===== config.mk =====
export PLATFORM = sky130hd
export DESIGN_NAME = nanorv32_tcm_arbiter
export DESIGN_NICKNAME = d
export VERILOG_FILES = /design/src/rtl/nanorv32_parameters.sv /design/src/rtl/nanorv32_tcm_arb_pick.sv /design/src/rtl/nanorv32_tcm_arbiter.sv
export SDC_FILE = /design/constraint.sdc
export NUM_CORES = 1
export LEC_CHECK = 0
export BUFFER_PORTS_ARGS = -buffer_cell sky130_fd_sc_hd__buf_2
export CAP_MARGIN = 20
export CORE_AREA = 2 2 81 83
export DETAILED_ROUTE_END_ITERATION = 16
export DIE_AREA = 0 0 83 85
export GPL_TIMING_DRIVEN = 0
export PLACE_DENSITY_LB_ADDON = 0.12
export SYNTH_ARGS = -nofsm -noshare
export SYNTH_HDL_FRONTEND = slang
export SYNTH_SLANG_ARGS = --single-unit

===== constraint.sdc =====
create_clock -name clk -period 1.5 [get_ports clk]
set_input_delay 0.075 -clock clk [delete_from_list [all_inputs] [get_ports clk]]
set_output_delay 0.075 -clock clk [all_outputs]
set_load 0.03 [all_outputs]

===== src/rtl/nanorv32_parameters.sv =====
// Shared nanorv32 constants: TCM arbiter master IDs and the data-path width.
package nanorv32_parameters;

  localparam logic NANORV32_TCM_ARB_ID_I = 1'b0;
  localparam logic NANORV32_TCM_ARB_ID_D = 1'b1;

  localparam int unsigned NANORV32_DATA_WIDTH = 32;

endpackage


===== src/rtl/nanorv32_tcm_arb_pick.sv =====
// Grant selection between the instruction and data masters of the TCM arbiter.
// NANORV32_TCM_ARB_RR_EN: round-robin on contention; otherwise D has fixed priority.
module nanorv32_tcm_arb_pick
  import nanorv32_parameters::*;
(
  input  logic i_elig,
  input  logic d_elig,
  input  logic last_gnt,
  output logic gnt_vld,
  output logic gnt_id
);

`ifndef NANORV32_TCM_ARB_RR_EN
  logic unused_last_gnt;
  assign unused_last_gnt = last_gnt;
`endif

  always_comb begin
    gnt_vld = i_elig | d_elig;
    gnt_id  = NANORV32_TCM_ARB_ID_I;
    if (i_elig && d_elig) begin
`ifdef NANORV32_TCM_ARB_RR_EN
      gnt_id = ~last_gnt;
`else
      gnt_id = NANORV32_TCM_ARB_ID_D;
`endif
    end else if (d_elig) begin
      gnt_id = NANORV32_TCM_ARB_ID_D;
    end
  end

endmodule


===== src/rtl/nanorv32_tcm_arbiter.sv =====
// Two-master (I fetch / D load-store) front end for the nanorv32 TCM controller.
// Optional round-robin arbitration via NANORV32_TCM_ARB_RR_EN (see nanorv32_tcm_arb_pick).
module nanorv32_tcm_arbiter
  import nanorv32_parameters::*;
#(
  parameter int unsigned ADDR_WIDTH = 12
) (
  input  logic                           clk,
  input  logic                           rst_n,
  input  logic                           i_req,
  input  logic [ADDR_WIDTH-1:0]          i_addr,
  output logic                           i_ack,
  output logic [NANORV32_DATA_WIDTH-1:0] i_rdata,
  input  logic                           d_req,
  input  logic [ADDR_WIDTH-1:0]          d_addr,
  input  logic [NANORV32_DATA_WIDTH-1:0] d_wdata,
  input  logic [3:0]                     d_bytesel,
  output logic                           d_ack,
  output logic [NANORV32_DATA_WIDTH-1:0] d_rdata,
  output logic                           tcm_en,
  output logic [ADDR_WIDTH-1:0]          tcm_addr,
  output logic [NANORV32_DATA_WIDTH-1:0] tcm_din,
  output logic [3:0]                     tcm_bytesel,
  input  logic [NANORV32_DATA_WIDTH-1:0] tcm_dout
);

  logic pend_q, pend_d;
  logic pend_id_q, pend_id_d;
  logic last_gnt_q, last_gnt_d;

  logic ret_i, ret_d;
  logic i_elig, d_elig;
  logic gnt_vld, gnt_id, gnt_d;
  logic issue_wr, issue_rd;

  // A master whose read returns this cycle is being acked and must not reissue.
  always_comb begin
    ret_i  = pend_q && (pend_id_q == NANORV32_TCM_ARB_ID_I);
    ret_d  = pend_q && (pend_id_q == NANORV32_TCM_ARB_ID_D);
    i_elig = i_req && !ret_i;
    d_elig = d_req && !ret_d;
  end

  nanorv32_tcm_arb_pick u_pick (
    .i_elig   (i_elig),
    .d_elig   (d_elig),
    .last_gnt (last_gnt_q),
    .gnt_vld  (gnt_vld),
    .gnt_id   (gnt_id)
  );

  always_comb begin
    gnt_d    = gnt_vld && (gnt_id == NANORV32_TCM_ARB_ID_D);
    issue_wr = gnt_d && (d_bytesel != 4'b0000);
    issue_rd = gnt_vld && !issue_wr;

    tcm_en      = gnt_vld;
    tcm_addr    = '0;
    if (gnt_vld) begin
      tcm_addr = gnt_d ? d_addr : i_addr;
    end
    tcm_din     = gnt_d ? d_wdata : '0;
    tcm_bytesel = gnt_d ? d_bytesel : '0;

    i_ack   = ret_i;
    i_rdata = ret_i ? tcm_dout : '0;
    d_ack   = ret_d || issue_wr;
    d_rdata = ret_d ? tcm_dout : '0;

    pend_d     = issue_rd;
    pend_id_d  = issue_rd ? gnt_id : pend_id_q;
    last_gnt_d = gnt_vld ? gnt_id : last_gnt_q;
  end

  always_ff @(posedge clk or negedge rst_n) begin
    if (!rst_n) begin
      pend_q     <= 1'b0;
      pend_id_q  <= NANORV32_TCM_ARB_ID_I;
      last_gnt_q <= NANORV32_TCM_ARB_ID_D;
    end else begin
      pend_q     <= pend_d;
      pend_id_q  <= pend_id_d;
      last_gnt_q <= last_gnt_d;
    end
  end

endmodule


==> out/metrics.cfg <==
[clock_network]
cts_buffer_depth = 2
cts_tree = yes
clkLatencyLatePin_ps = 210
htreeDepth = 1
cts_buffers = 3
clk_pin_slew_ps = 30
clock_sinks = 2
root_buffer = clkbuf_8

[sta]
slew_headroom = 0.788
hold_viol_final = 0
layout_setup_ws_ps = -112
max_freq_mhz = 620
slew_violations = 0
tns_ps = -1750
finalCritPeriodShare = 1.07
finalClockSkew_ps = 0.763
worst_pin_slew_ps = 318
setup_viol = 51
min_period_ps = 1610
rsz0062_at_grt = yes

[power]
power_leakage_nw = 1.93
ir_drop_mv = 0.266
power_density_nw_per_um2 = 516

[worst_setup_path]
r2r_start = pend_id_q$_DFFE_PN0P_
crit_arrival_ps = 1540
path_buf_inv = 3
critical_path_required_ps = 1420
start_kind = flip-flop
crit_family = buffers and inverters
slowest_stage = dfrtp_1
crit_type = flip-flop to output pin
path_cells = buf_6, mux2i_4, o2bb2ai_4, buf_6, a21oi_2, buf_6
worst-path-max-fanout = 8
crit_path_end_kind = output pin
critPathLaunch = pend_id_q$_DFFE_PN0P_
cp_common_cell = buf_6
slowest_delay_ps = 380

[logic_synthesis]
yosys_warnings = 0
syn_area_per_cell_um2 = 6.48
synthesis.area_um2 = 1090
syn-num-nets = 265
yosysTopAreaCell = and2_1
synth.area.top_cells = and2_1, and3_1, a21oi_2
synth_most_common_cell = and2_1
async_flop_share = 1.00
synth-edff-count = 0
synthTopCellsByCount = and2_1, and3_1, nand2_1, a21oi_2, clkbuf_1
ys_seq_area_frac = 0.0457
postSynthCellCount = 169
synth_ff_type = dfrtp_1
ys_ff_latch = 2
synth.distinct_cells = 25
yosysTopAreaCellShare = 0.349

[die]
start_util = 0.176
dieArea_um2 = 7060
die_h_um = 85
core_area_um2 = 6200
num_rows = 29
fp.dieW_um = 83
ios = 211

[grt]
grt_usage = 0.150
grt_max_degree = 11
antenna_found_initial = 0
grt_overflow = 0
grt_first_pass_wirelength_um = 9030
grt_pass1_vias = 2046

[route]
remaining_drc_errors = 0
via_count = 2036
wl_um = 5900
antenna_left = 0
first_iter_violations = 45
avgRoutedWirePerCell_um = 12.4
dr.pass1.iters = 4
vias_per_cell = 4.26

[job]
max_cap_viol_count = 0

[worst_hold_path]
holdCritPathClass = primary input to flip-flop
holdCritStartpoint = d_bytesel[3]

[final_layout]
fin_nets = 499
multi_input_area_um2 = 1110
seq_area_um2 = 50.0
syn_to_final_growth_pct = 196
drive_gt1_frac = 0.810
final_cells = 478
fill_cells = 594
antennaDiodeCount = 0
post-route-util = 0.522

[outcome]
outcome = finished with violations
violations = negative setup slack

[placed_design]
port_buffers = 210
gp_congestion = 0.721
dp_cells = 456
pre_cts_ws_ps = -37.9
dp_hpwl_um = 4360

per-stage QoR:
step                hold slack, ps  power, mW  area (um^2)
detailed placement            -133       1.01         2240
global placement              -137       1.01         2240
floorplan                     -221      0.679         1090
CTS                            185       1.53         2870
finish                         188       1.67         3240
global route                   201       1.77         3240
final timing paths:
check / cells past startpoint / slack [ps] / end
worst max register to register: 5 / 220 / pend_q$_DFF_PN0_
max in group asynchronous: 2 / 1200 / pend_q$_DFF_PN0_
worst max-delay path: 6 / -110 / tcm_addr[10]
worst min-delay path: 3 / 190 / pend_q$_DFF_PN0_
worst min register to register: 3 / 860 / pend_id_q$_DFFE_PN0P_
min in group asynchronous: 2 / 200 / pend_id_q$_DFFE_PN0P_
routing by layer:
layer / track usage / part of all wire / vias to the layer above
li1: - / - / 1013
met1: 0.151 / 0.35 / 887
met2: 0.305 / 0.56 / 130
met3: 0.0379 / 0.087 / 6
met4: 0.0343 / 0.010 / 0
met5: 0 / 0 / -
layout by cell type, fill, tap and decap left out, drive strengths merged:
cell,Yosys,routed
nand2,24,24
buf,7,239
a21bo,1,1
mux2i,1,1
or4,1,1
and2,68,68
a22o,1,1
clkbuf,11,10
mux2,1,1
o21ai,1,1
o2bb2ai,1,1
a21boi,1,1
dfrtp,2,2
nor2b,1,1
nor2,1,1
inv,2,2
and3,32,32
a21oi,13,13
dlygate4sd3,0,1
layout make-up:
type	instances	share of cell area
sequential	2	0.0154
buffer	16	0.0525
tap	77	0.0297
multi-input combinational	147	0.343
timing repair buffer	231	0.545
clock buffer	3	0.0127
inverter	2	0.00232
where the power goes:
part	leakage, nW	total [mW]	internal [mW]	switching (mW)
Combinational	1.88	1.40	0.702	0.697
Clock	0.0216	0.209	0.169	0.0393
Sequential	0.0261	0.0639	0.0587	0.00519
kinds of logic after synthesis:
group	count (synthesis)	synth area share
buf+inv	20	0.107
flops	2	0.0457
compound gates	18	0.137
mux	2	0.0194
simple gates	127	0.690
worst min-delay path: cells and delay by family:
kind	cells	cell delay, ps
AND/OR/NAND/NOR	1	130
buffers and inverters	1	90
AO/OA/AOI/OAI	1	60
state kept, by name, indices dropped and copies added (netlist names):
signal / flops
pend_id_q: 1
pend_q: 1
timing repair:
| action | in CTS | in global routing |
|---|---|---|
| resized for setup | 156 | 130 |
| cloned | 4 | 2 |
| hold endpoints to repair | 2 | 0 |
| setup buffers | 8 | 7 |
| endpoints found under the setup margin | 109 | 112 |
| pin swaps | 33 | 13 |
| hold buffers | 1 | 0 |
Note: power is estimated with default switching activity, not from simulation.
